### src/rtl/entry_sequencer.sv
// Button-driven code entry sequencer: collects WIDTH bits, hands them to an
// algorithm datapath over a valid/ready request and displays the result.
// Optional macro ENTRY_SEQUENCER_SYNC_EN adds two-flop input synchronizers.
//
// state | meaning
// ------+--------------------------------------------------------------
// ENTRY | collecting bits; led shows the entered value
// SEND  | req_valid high, waiting for req_ready
// WAIT  | request accepted, waiting for resp_valid
// SHOW  | led shows the result word until clear
module entry_sequencer #(
    parameter int WIDTH = 6
) (
    input  logic             clock,
    input  logic             reset,
    input  logic             enter0,
    input  logic             enter1,
    input  logic             confirm,
    input  logic             clear,
    input  logic             algorithm_select_mode,
    output logic             req_valid,
    input  logic             req_ready,
    output logic [WIDTH-1:0] req_data,
    output logic             req_alg,
    input  logic             resp_valid,
    input  logic [WIDTH-1:0] resp_data,
    output logic [WIDTH-1:0] led,
    output logic             busy
);

    localparam int CW = $clog2(WIDTH + 1);
    localparam logic [CW-1:0] FULL = CW'(WIDTH);

    typedef enum logic [1:0] {
        ENTRY = 2'd0,
        SEND  = 2'd1,
        WAIT  = 2'd2,
        SHOW  = 2'd3
    } state_t;

    logic [4:0] raw;
    logic [4:0] btn;
    logic [3:0] hist;
    logic [3:0] press;
    logic [1:0] arm_cnt;
    logic       armed;

    assign raw = {algorithm_select_mode, clear, confirm, enter1, enter0};

`ifdef ENTRY_SEQUENCER_SYNC_EN
    localparam logic [1:0] ARM_LOAD = 2'd3;
    logic [4:0] sync1;
    logic [4:0] sync2;

    always_ff @(posedge clock or posedge reset) begin
        if (reset) begin
            sync1 <= '0;
            sync2 <= '0;
        end else begin
            sync1 <= raw;
            sync2 <= sync1;
        end
    end

    assign btn = sync2;
`else
    localparam logic [1:0] ARM_LOAD = 2'd1;
    assign btn = raw;
`endif

    // Presses are masked until a button held through reset release has
    // propagated into the edge-detector history.
    always_ff @(posedge clock or posedge reset) begin
        if (reset) begin
            arm_cnt <= ARM_LOAD;
            hist    <= '0;
        end else begin
            if (arm_cnt != 2'd0) begin
                arm_cnt <= arm_cnt - 2'd1;
            end
            hist <= btn[3:0];
        end
    end

    assign armed = (arm_cnt == 2'd0);
    assign press = armed ? (btn[3:0] & ~hist) : 4'b0000;

    logic p_e0;
    logic p_e1;
    logic p_conf;
    logic p_clr;
    logic alg_in;

    assign p_e0   = press[0];
    assign p_e1   = press[1];
    assign p_conf = press[2];
    assign p_clr  = press[3];
    assign alg_in = btn[4];

    state_t           state, state_n;
    logic [WIDTH-1:0] value, value_n;
    logic [CW-1:0]    count, count_n;
    logic [WIDTH-1:0] result, result_n;
    logic             alg_n;

    always_ff @(posedge clock or posedge reset) begin
        if (reset) begin
            state  <= ENTRY;
            value  <= '0;
            count  <= '0;
            result <= '0;
        end else begin
            state  <= state_n;
            value  <= value_n;
            count  <= count_n;
            result <= result_n;
        end
    end

    always_comb begin
        state_n  = state;
        value_n  = value;
        count_n  = count;
        result_n = result;
        alg_n    = req_alg;
        case (state)
            ENTRY: begin
                if (p_clr) begin
                    value_n = '0;
                    count_n = '0;
                end else begin
                    if ((p_e0 ^ p_e1) && (count < FULL)) begin
                        value_n = {value[WIDTH-2:0], p_e1};
                        count_n = count + CW'(1);
                    end
                    if (p_conf && (count == FULL)) begin
                        alg_n   = alg_in;
                        state_n = SEND;
                    end
                end
            end
            SEND: begin
                if (req_ready) begin
                    state_n = WAIT;
                end
            end
            WAIT: begin
                if (resp_valid) begin
                    result_n = resp_data;
                    state_n  = SHOW;
                end
            end
            SHOW: begin
                if (p_clr) begin
                    value_n = '0;
                    count_n = '0;
                    state_n = ENTRY;
                end
            end
            default: state_n = ENTRY;
        endcase
    end

    // Outputs are registered from next-state values so they track the state
    // register without any combinational path from the inputs.
    always_ff @(posedge clock or posedge reset) begin
        if (reset) begin
            req_valid <= 1'b0;
            busy      <= 1'b0;
            req_alg   <= 1'b0;
            req_data  <= '0;
            led       <= '0;
        end else begin
            req_valid <= (state_n == SEND);
            busy      <= (state_n == SEND) || (state_n == WAIT);
            req_alg   <= alg_n;
            req_data  <= value_n;
            led       <= (state_n == SHOW) ? result_n : value_n;
        end
    end

endmodule
### config.mk
export PLATFORM = sky130hd
export DESIGN_NAME = entry_sequencer
export DESIGN_NICKNAME = d
export VERILOG_FILES = /design/src/rtl/entry_sequencer.sv
export SDC_FILE = /design/constraint.sdc
export NUM_CORES = 1
export LEC_CHECK = 0
export CELL_PAD_IN_SITES_DETAIL_PLACEMENT = 2
export CELL_PAD_IN_SITES_GLOBAL_PLACEMENT = 2
export CORE_UTILIZATION = 38
export CTS_BUF_LIST = sky130_fd_sc_hd__clkbuf_4 sky130_fd_sc_hd__clkbuf_8
export DETAILED_ROUTE_END_ITERATION = 8
export PLACE_DENSITY_LB_ADDON = 0.08
export SLEW_MARGIN = 20
export SYNTH_ARGS = -nofsm -noshare
export SYNTH_HDL_FRONTEND = slang
export SYNTH_SLANG_ARGS = --single-unit
### constraint.sdc
create_clock -name clock -period 5.9 [get_ports clock]
set_input_delay 0.59 -clock clock [delete_from_list [all_inputs] [get_ports clock]]
set_output_delay 0.59 -clock clock [all_outputs]
set_load 0.05 [all_outputs]
# Yosys cells after proc, flatten, opt, wreduce, memory -nomap -nowiden
# Index checks and enable logic that the tools add are counted.
# W data, S select, Z words.
[op_classes]
order_cmp = 1
n_addsub = 2
mux = 18
n_reduce_logical = 9
bitwise = 4
n_eq_ne = 9
[op_table]
columns = ["op", "count"]
rows = [
  ["$mux W6", 6],
  ["$pmux W6 S2", 1],
  ["$mux W2", 5],
  ["$mux W3", 3],
  ["$eq A2 B2 Y1 const B", 4],
  ["$pmux W2 S4", 1],
  ["$pmux W3 S2", 1],
  ["$reduce_and A3 Y1", 2],
  ["$and A4 B4 Y4", 1],
  ["$eq A2 B1 Y1 const B", 2],
  ["$logic_not A2 Y1", 2],
  ["$mux W4", 1],
  ["$not A4 Y4", 1],
  ["$reduce_bool A2 Y1", 2],
  ["$add A3 B1 Y3 const B", 1],
  ["$eq A3 B3 Y1 const B", 1],
  ["$lt A3 B3 Y1 const B", 1],
  ["$ne A3 B3 Y1 const B", 1],
  ["$logic_and A1 B1 Y1", 2],
  ["$ne A2 B2 Y1 const B", 1],
  ["$sub A2 B1 Y2 const B", 1],
  ["$logic_or A1 B1 Y1", 1],
  ["$not A1 Y1", 1],
  ["$xor A1 B1 Y1", 1],
]
[word_totals]
in_bits = 15
word_cells = 53
output_inout_bits = 15
regBits = 32

# Depth between registers and ports, before layout
# Gate-level depths: netlist of run 1.
[depth]
word_depth = 9
ltp_mapped = 12
ltp_nobuf = 10

# Worst setup path before layout of run 1
# OpenSTA, ideal clock, no wires.
[synth_timing]
path_kind = "register to register"
start = "register arm_cnt[0]"
end = "register led[1]"
setup_slack_ns = 3.496
t_arrival_ns = 2.316
period_less_slack_ns = 2.404
stages_incl_launch_ff = 13
setup_ns = 0.089
cell_sequence = "dfstp_2 inv_1 ha_1 buf_6 nand3b_2 nand2_1 nor4_4 o32ai_1 ha_1 inv_1 dlygate4sd1_1 nor2_1 a41oi_1"
[synth_between]
elab_chain_len = 8
[synth_lines]
columns = ["item", "line", "rtl"]
rows = [
  ["start: declaration", "45", "logic [1:0] arm_cnt;"],
  ["start signal: assignment", "79", "arm_cnt <= arm_cnt - 2'd1;"],
  ["$logic_not A2 Y1 *", "85", "assign armed = (arm_cnt == 2'd0);"],
  ["$mux W4 *", "86", "assign press = armed ? (btn[3:0] & ~hist) : 4'b0000;"],
  ["$logic_and A1 B1 Y1", "136", "if (p_conf && (count == FULL)) begin"],
  ["$mux W2", "136", ""],
  ["$mux W2", "128", "if (p_clr) begin"],
  ["$pmux W2 S4 *", "126", "case (state)"],
  ["via state_n[1]", "100", "state_t state, state_n;"],
  ["$eq A2 B2 Y1 *", "178", "led <= (state_n == SHOW) ? result_n : value_n;"],
  ["$mux W6 *", "178", ""],
  ["end signal: assignment", "178", ""],
  ["end: declaration", "27", "output logic [WIDTH-1:0] led,"],
]
# The timed path passes the listed nets; every way through them passes the cells marked *.
# A chain may end at the register's enable or synchronous reset.

# Final worst setup path of run 1
# Ends and elaborated chain as after synthesis.

==> metrics.txt, run 1 <==
status completed; clock skew 0.00317 ns; Resize count post-CTS 0; Max-slew headroom 66.5%; setup TNS 0 ns; Placed Area 0.00193 mm²; final hold vios 0; Seq/Total Area, Yosys 49.8%; Placer Congestion 0.809; post-CTS setup buffers 0; Pwr per Cell Area 470 mW/mm²; GR Layer Usage met3 5.65%; Async SR Flop Fraction 100%; fin crit period 2.62 ns; RR Endpoint led[1]; total design power 966 µW; clk_lat worst skew 0.28 ns; worst r2r src arm_cnt[0]; CP startpoint arm_cnt[0]; Worst R2R Path Depth 10; GR Util met1 26.0%; clk sink count 32; cts hold-fix bufs 0; die area 0.00451 mm²; Max Cap Violations 0; synth warn 0; vias in the first global route 1310; core area 0.00403 mm²; crit path DAT 2.81 ns; FF-to-FF setup slack 3.28 ns; Slew Limit Fails 0; share of cells above drive strength 1 15.8%; Critical Path RT 6.10 ns; WS Path Type reg2reg; P_leak 0.000941 µW; Via density 5.68; measured slew at the worst slew-check pin 0.501 ns; total track usage 21.3%; most common cell after layout, fill and taps aside dfrtp_1; routed wire length 4200 µm; count of cell types in the netlist 42; CTS tree yes; via count of the routed design 1256; Die W 67.1 µm; # rows 23; I/O Buffers 29; residual DRC count 0; Detail Route Antenna Nets 0; Avg Inst Size Synth 11.8 µm²; initial antenna violation count 0; Area growth, synth to finish 27.6%; n_diodes 0; Boundary Pins 30; initial core utilization 40.0%; routed len/inst 19.0 µm; Post-Syn Nets 161; crit path launch type register; worst-case clock buffer depth 2; Place WS 3.06 ns; grt peak-use layer met2; Hold Crit Class reg2reg; worst path cell trace inv_1, ha_1, nand3b_2, nand2_1, nor4_4, o32ai_1, ha_1, inv_1, nor2_1, a41oi_1; Die Height 67.1 µm; H-tree depth 2; capture point of the worst path led[1]; crit share post-route 44.4%; fmax 0.382 GHz; Max stage delay cell, worst path dfstp_2; first-pass GRT wire length 6800 µm; Overflow after GRT 0; initial DRC count 38; Mapped Cells 137; met2 Use GR 35.3%; cell area after layout 0.00206 mm²; clock buffer count from CTS 5; Nets 194; Cell Area, Synth 0.00161 mm²; slowest stage delay, CP 0.54 ns; Final setup violation count 0; most frequent cells in the layout 31 x dfrtp_1, 29 x clkdlybuf4s50_1, 12 x nand2_1; fin util 51.0%; #FFs+latches synth 32; Post-synth EDFFs 0; final worst setup slack 3.28 ns; Pre-Repair DR Iteration Count 4; DP HPWL 3090 µm; root buf cell clkbuf_8; largest net degree at the start of global routing 33; CP Max Fanout 11; CTS clk-pin slew, worst paths 0.07 ns; maximum VDD drop 194 µV; Main synth FF type dfrtp_1; Crit. End Element register; RSZ-0062 raised after global routing false
## report_power, final
part           internal, µW  switching, µW  leakage, µW
sequential              279           43.8     0.000426
clock                   149           81.1    0.0000645
combinational           148            265     0.000450
## layout make-up
type | count | area, µm²
Inverter | 10 | 37.5
Clock buffer | 7 | 96.3
Multi-Input combinational cell | 91 | 729
Clock inverter | 1 | 30.0
Tap cell | 50 | 62.6
Sequential cell | 32 | 802
Fill cell | 426 | 1970
Timing Repair Buffer | 30 | 298
## synthesized netlist by cell type (5+ instances only)
cell type	count	share of area [%]
a41oi_1	5	2.7
mux2_2	6	4.2
nand3_1	5	1.6
inv_1	9	2.1
ha_1	9	7.0
o211ai_1	5	2.3
nand2_1	12	2.8
nand4_1	5	1.9
dfrtp_1	31	48
nor2_1	6	1.4
a21oi_1	5	1.6
## logic make-up (layout without fill, tap and decap cells)
group,count (synthesis),count (layout),synth area share [%]
buffers and inverters,14,48,4.97
AOI/OAI and AO/OA,30,30,14.4
DFF,32,32,49.8
xor gates and xnor gates,3,3,2.56
adders and majority gates,9,9,6.99
muxes,8,8,5.51
and+or+nand+nor,41,41,15.8
## state kept, by name, indices dropped and copies added (netlist names)
name / flops
busy: 1
req_alg: 1
hist: 4
req_valid: 1
result: 6
arm_cnt: 2
count: 3
led: 6
req_data: 6
state: 2
## metal layers
metal	part of all wire, %	up-vias
met5	0	-
met4	2.0	0
met3	5.3	8
met2	51	38
met1	42	645
li1	-	565
## through the flow
| step | hold slack, ns | instances |
|---|---|---|
| final | 0.487 | 221 |
| after CTS | 0.499 | 221 |
| after detailed placement | 0.479 | 213 |
| after global routing | 0.518 | 221 |
| after global placement | 0.469 | 213 |
| after floorplan | 0.469 | 137 |
## worst min-delay path by stage
| stage | from | end | slack (ns) | cells after the start |
|---|---|---|---|---|
| 5_1_grt | req_alg | req_alg | 0.52 | 1 |
| 4_1_cts | req_alg | req_alg | 0.50 | 1 |
| 3_5_place_dp | req_alg | req_alg | 0.48 | 1 |
| 6_report | req_alg | req_alg | 0.49 | 1 |
| 3_3_place_gp | req_alg | req_alg | 0.47 | 1 |
| 2_1_floorplan | arm_cnt[0] | arm_cnt[0] | 0.47 | 1 |
## worst max-delay path, delay by kind of cell (launching register included)
family                     cells  cell delay [ns]
AOI/OAI and AO/OA              2             0.35
buffers and inverters          2             0.31
and+or+nand+nor                4             0.80
DFF                            1             0.54
adders and majority gates      2             0.54
No activity file was read; power rests on OpenSTA's default activity.
==> run 2: changes to the inputs <==
--- a/config.mk
+++ b/config.mk
@@ -7,7 +7,7 @@
 export LEC_CHECK = 0
 export CELL_PAD_IN_SITES_DETAIL_PLACEMENT = 2
 export CELL_PAD_IN_SITES_GLOBAL_PLACEMENT = 2
-export CORE_UTILIZATION = 38
+export CORE_UTILIZATION = 35
 export CTS_BUF_LIST = sky130_fd_sc_hd__clkbuf_4 sky130_fd_sc_hd__clkbuf_8
 export DETAILED_ROUTE_END_ITERATION = 8
 export PLACE_DENSITY_LB_ADDON = 0.08
==> constraint.sdc (replaced) <==
create_clock -name clock -period 2.5 [get_ports clock]
set_input_delay 0.25 -clock clock [delete_from_list [all_inputs] [get_ports clock]]
set_output_delay 0.25 -clock clock [all_outputs]
set_load 0.05 [all_outputs]
==> run 2 against run 1 <==
First-iteration DRC count is 26% higher. Largest cell class unchanged. Clock skew grew 0.0022 ns. Clock power increased by 120%. Final cell count up 1.8%. Worst setup slack got worse by 3.0 ns. Combinational power is 140% higher. Sequential power rose by 130%. Fmax grew 18%. Critical path type unchanged. Sequential share of layout area down 0.28 points. Global-route usage is 2.4 points lower. Register-to-register slack worse by 3.0 ns. Via count decreased by 1.6%.
==> metrics.txt, run 2 (synthesis gave the netlist of run 1 again) <==
initial antenna violation count 0; maximum VDD drop 455 µV; Area growth, synth to finish 28.5%; fin util 47.2%; routed wire length 4110 µm; crit path DAT 2.41 ns; measured slew at the worst slew-check pin 0.499 ns; Multi-input gate area 739 µm²; Max-slew headroom 66.6%; n_diodes 0; Boundary Pins 30; total design power 2240 µW; crit share post-route 88.8%; fmax 0.451 GHz; filler instances 447; Place WS -0.0381 ns; Critical Path RT 2.69 ns; clock buffer count from CTS 5; Max Cap Violations 0; clk sink count 32; routed len/inst 18.2 µm; initial DRC count 48; post-CTS setup buffers 0; I/O Buffers 29; RSZ-0062 raised after global routing false; Buf/Inv on CP 2; Hold Crit Class in2async; largest net degree at the start of global routing 33; worst path cell trace inv_1, ha_2, nand3b_2, a21oi_1, a21oi_1, or3_1, ha_1, inv_4, nor2_1, a41oi_1; most frequent CP cell a21oi_1; final worst setup slack 0.281 ns; WS Path Type reg2reg; initial core utilization 36.8%; P_leak 0.000947 µW; crit path launch type register; worst r2r src arm_cnt[1]; CP startpoint arm_cnt[1]; fin crit period 2.22 ns; CTS clk-pin slew, worst paths 0.07 ns; slowest stage delay, CP 0.41 ns; vias in the first global route 1333; die area 0.00488 mm²; setup TNS 0 ns; # rows 24; DP HPWL 2970 µm; CTS tree yes; most frequent cells in the layout 31 x dfrtp_1, 29 x clkdlybuf4s50_1, 12 x nand2_1; Slew Limit Fails 0; Via density 5.49; Placer Congestion 0.752; Max stage delay cell, worst path or3_1; clock skew 0.00535 ns; CP delay by family, top simple AND/OR/NAND/NOR gates; first-pass GRT wire length 7050 µm; most common cell after layout, fill and taps aside dfrtp_1; Die Height 69.9 µm; CP Max Fanout 11; Overflow after GRT 0; via count of the routed design 1236; worst-case clock buffer depth 2; clk_lat worst skew 0.28 ns; root buf cell clkbuf_8; Pre-Repair DR Iteration Count 4; H-tree depth 2; status completed; final hold vios 0; Pwr per Cell Area 1080 mW/mm²; top flop regs led (6), req_data (6), result (6); Detail Route Antenna Nets 0; residual DRC count 0; Final setup violation count 0; Nets 196; total track usage 18.9%; Crit. End Element register; share of cells above drive strength 1 18.5%; core area 0.00438 mm²; Die W 69.9 µm; Fin Hold WS 0.361 ns; register area 802 µm²
## run 2: cell types whose count changed in the layout (fill, tap and decap cells not counted), sizes merged
cell	delta
buf	+2
clkbuf	-1
clkinv	+1
## run 2: routing by layer
layer	vias up	wire length, µm	part of all wire, %	track usage [%]
met5	-	0	0	0
met4	0	47	1.1	6.67
met3	6	173	4.2	4.62
met2	35	2000	49	30.3
met1	622	1890	46	25.0
li1	573	-	-	-
## run 2: through the flow
stage,area [µm²],cells
CTS,2060,225
global placement,1950,217
global route,2070,225
floorplan,1610,137
finish,2070,225
detailed placement,1950,217
## run 2: area by class of cell
type / instances / area share (%)
clock buffer: 6 / 3.69
clock inverter: 2 / 1.69
inverter: 10 / 1.93
multi-input combinational: 91 / 35.7
sequential: 32 / 38.7
tap: 52 / 3.14
timing repair buffer: 32 / 15.1
## run 2: worst paths after layout
path	cells past startpoint	endpoint	slack [ns]
worst max-delay path	10	led[1]	0.28
worst min-delay path	3	led[4]	0.36
worst max register to register	10	led[1]	0.28
worst min register to register	1	req_alg	0.49
max in group asynchronous	3	arm_cnt[0]	1.80
min in group clock	1	hist[0]	0.44
## run 2: timing repair
| item | in CTS | in global routing |
|---|---|---|
| hold buffers | 0 | 0 |
| cloned | 0 | 0 |
| gates resized for setup | 1 | 3 |
| pin swaps | 0 | 1 |
| endpoints found under the setup margin | 4 | 6 |
## run 2: power breakdown
| group | switching, µW | internal [µW] |
|---|---|---|
| clock network | 193 | 306 |
| logic | 627 | 361 |
| registers | 98.0 | 658 |
## run 2: worst reg2reg max path: cells and delay by family (launching register included)
kind	cells	cell delay (ns)
AND/OR/NAND/NOR	3	0.61
flip-flops	1	0.36
buffers and inverters	2	0.21
adder cells (fa/ha/maj)	2	0.47
AO/OA/AOI/OAI	3	0.49
==> run 3: changes to the inputs <==
--- a/config.mk
+++ b/config.mk
@@ -7,7 +7,7 @@
 export LEC_CHECK = 0
 export CELL_PAD_IN_SITES_DETAIL_PLACEMENT = 2
 export CELL_PAD_IN_SITES_GLOBAL_PLACEMENT = 2
-export CORE_UTILIZATION = 35
+export CORE_UTILIZATION = 34
 export CTS_BUF_LIST = sky130_fd_sc_hd__clkbuf_4 sky130_fd_sc_hd__clkbuf_8
 export DETAILED_ROUTE_END_ITERATION = 8
 export PLACE_DENSITY_LB_ADDON = 0.08
==> run 3 against run 2 <==
Core utilization is 0.22 points lower. Via count decreased by 0.49%. Final cell count grew 0.44%. First-iteration DRC count shrank 15%. Non-clock buffer count rose by 1. Highest routed layer unchanged. Sequential cell count unchanged. Worst hold slack got worse by 0.0061 ns.
==> metrics.txt, run 3 (synthesis gave the netlist of run 1 again) <==
status completed; most frequent cells in the layout 31 x dfrtp_1, 29 x clkdlybuf4s50_1, 12 x nand2_1; fmax 0.430 GHz; DP HPWL 3100 µm; Critical Path RT 2.65 ns; P_leak 0.000952 µW; first-pass GRT wire length 7140 µm; CP startpoint arm_cnt[0]; initial DRC count 41; most common cell after layout, fill and taps aside dfrtp_1; n_diodes 0; core area 0.00444 mm²; setup TNS 0 ns; crit share post-route 93.1%; worst-case clock buffer depth 2; maximum VDD drop 443 µV; top flop regs led (6), req_data (6), result (6); Overflow after GRT 0; routed wire length 4180 µm; Boundary Pins 30; total design power 2280 µW; clk_lat worst skew 0.28 ns; Via density 5.44; Pwr per Cell Area 1090 mW/mm²; Fin Hold WS 0.354 ns; root buf cell clkbuf_8; final hold vios 0; RSZ-0062 raised after global routing false; Hold Crit Class in2async; share of cells above drive strength 1 19.0%; Max Cap Violations 0; routed len/inst 18.5 µm; via count of the routed design 1230; measured slew at the worst slew-check pin 0.507 ns; Area growth, synth to finish 29.7%; worst r2r src arm_cnt[0]; RR Endpoint led[3]; H-tree depth 2; total track usage 18.7%; CP Max Fanout 11; clock buffer count from CTS 5; Pre-Repair DR Iteration Count 6; fin crit period 2.33 ns; CTS clk-pin slew, worst paths 0.07 ns; Slew Limit Fails 0; Die Height 70.8 µm; largest net degree at the start of global routing 33; Layout Cells excl Fill 226; Die W 70.8 µm; WS Path Type reg2reg; vias in the first global route 1411; capture point of the worst path led[3]; FF-to-FF setup slack 0.17 ns; placed insts 217; Placer Congestion 0.740; crit path DAT 2.48 ns; crit path launch type register; residual DRC count 0; clk sink count 32; initial antenna violation count 0; Final setup violation count 0; die area 0.00502 mm²; Crit. End Element register; I/O Buffers 29; CTS tree yes; Nets 197; # rows 24; clock skew 0.00389 ns; initial core utilization 36.3%; Worst R2R Path Depth 10; Max-slew headroom 66.1%; Detail Route Antenna Nets 0; filler instances 464
-- run 3: power by group --
| group | switching [µW] | leakage, µW | total, µW | internal [µW] |
|---|---|---|---|---|
| clock | 193 | 0.0000645 | 544 | 352 |
| combinational | 618 | 0.000461 | 974 | 356 |
| sequential | 101 | 0.000426 | 759 | 659 |
-- run 3: final cells by class --
| type | instances | area, µm² | area share [%] |
|---|---|---|---|
| clock buffers | 7 | 96.3 | 4.61 |
| clock inverters | 1 | 30.0 | 1.44 |
| inverters | 10 | 40.0 | 1.92 |
| multi-input cells | 91 | 736 | 35.2 |
| flip-flops and latches | 32 | 802 | 38.4 |
| well taps | 52 | 65.1 | 3.11 |
| repair buffers | 33 | 320 | 15.3 |
-- run 3: layer usage --
metal,global-route usage [%],wire length [µm]
met5,0,0
met4,5.33,37
met3,4.70,149
met2,31.3,2090
met1,24.0,1910
-- run 3: through the flow --
stage | area (µm²) | utilization [%] | setup slack [ns]
after floorplan | 1610 | - | 0.0958
after global placement | 1950 | 43.8 | 0.0825
after detailed placement | 1950 | 43.8 | -0.0993
after CTS | 2070 | 46.6 | 0.0533
after global routing | 2090 | 47.0 | 0.0175
final | 2090 | 47.0 | 0.172
-- run 3: worst min-delay path by stage --
stage / start / endpoint / slack [ns] / depth (start not counted)
floorplan: enter0 / hist[0] / 0.28 / 0
global placement: req_alg / req_alg / 0.47 / 1
detailed placement: req_alg / req_alg / 0.48 / 1
CTS: reset / led[3] / 0.37 / 3
global route: reset / result[3] / 0.40 / 3
finish: reset / result[3] / 0.35 / 3
-- run 3: critical path, cell delays in order (launching register included) --
cell and delay (ns):
dfstp_2 0.54, inv_1 0.05, ha_1 0.23, nand3b_2 0.15, a21oi_2 0.09, nor2b_1 0.17, o32ai_1 0.38, ha_2 0.29
inv_4 0.07, nor2_1 0.14, a41oi_1 0.06
-- run 3: timing repair --
action,in CTS,in global routing
gates cloned,0,0
hold buffers,0,0
endpoints found under the setup margin,5,6
hold endpoints to repair,0,0
resized for setup,1,3
pin swaps,0,1
buffers inserted,0,1
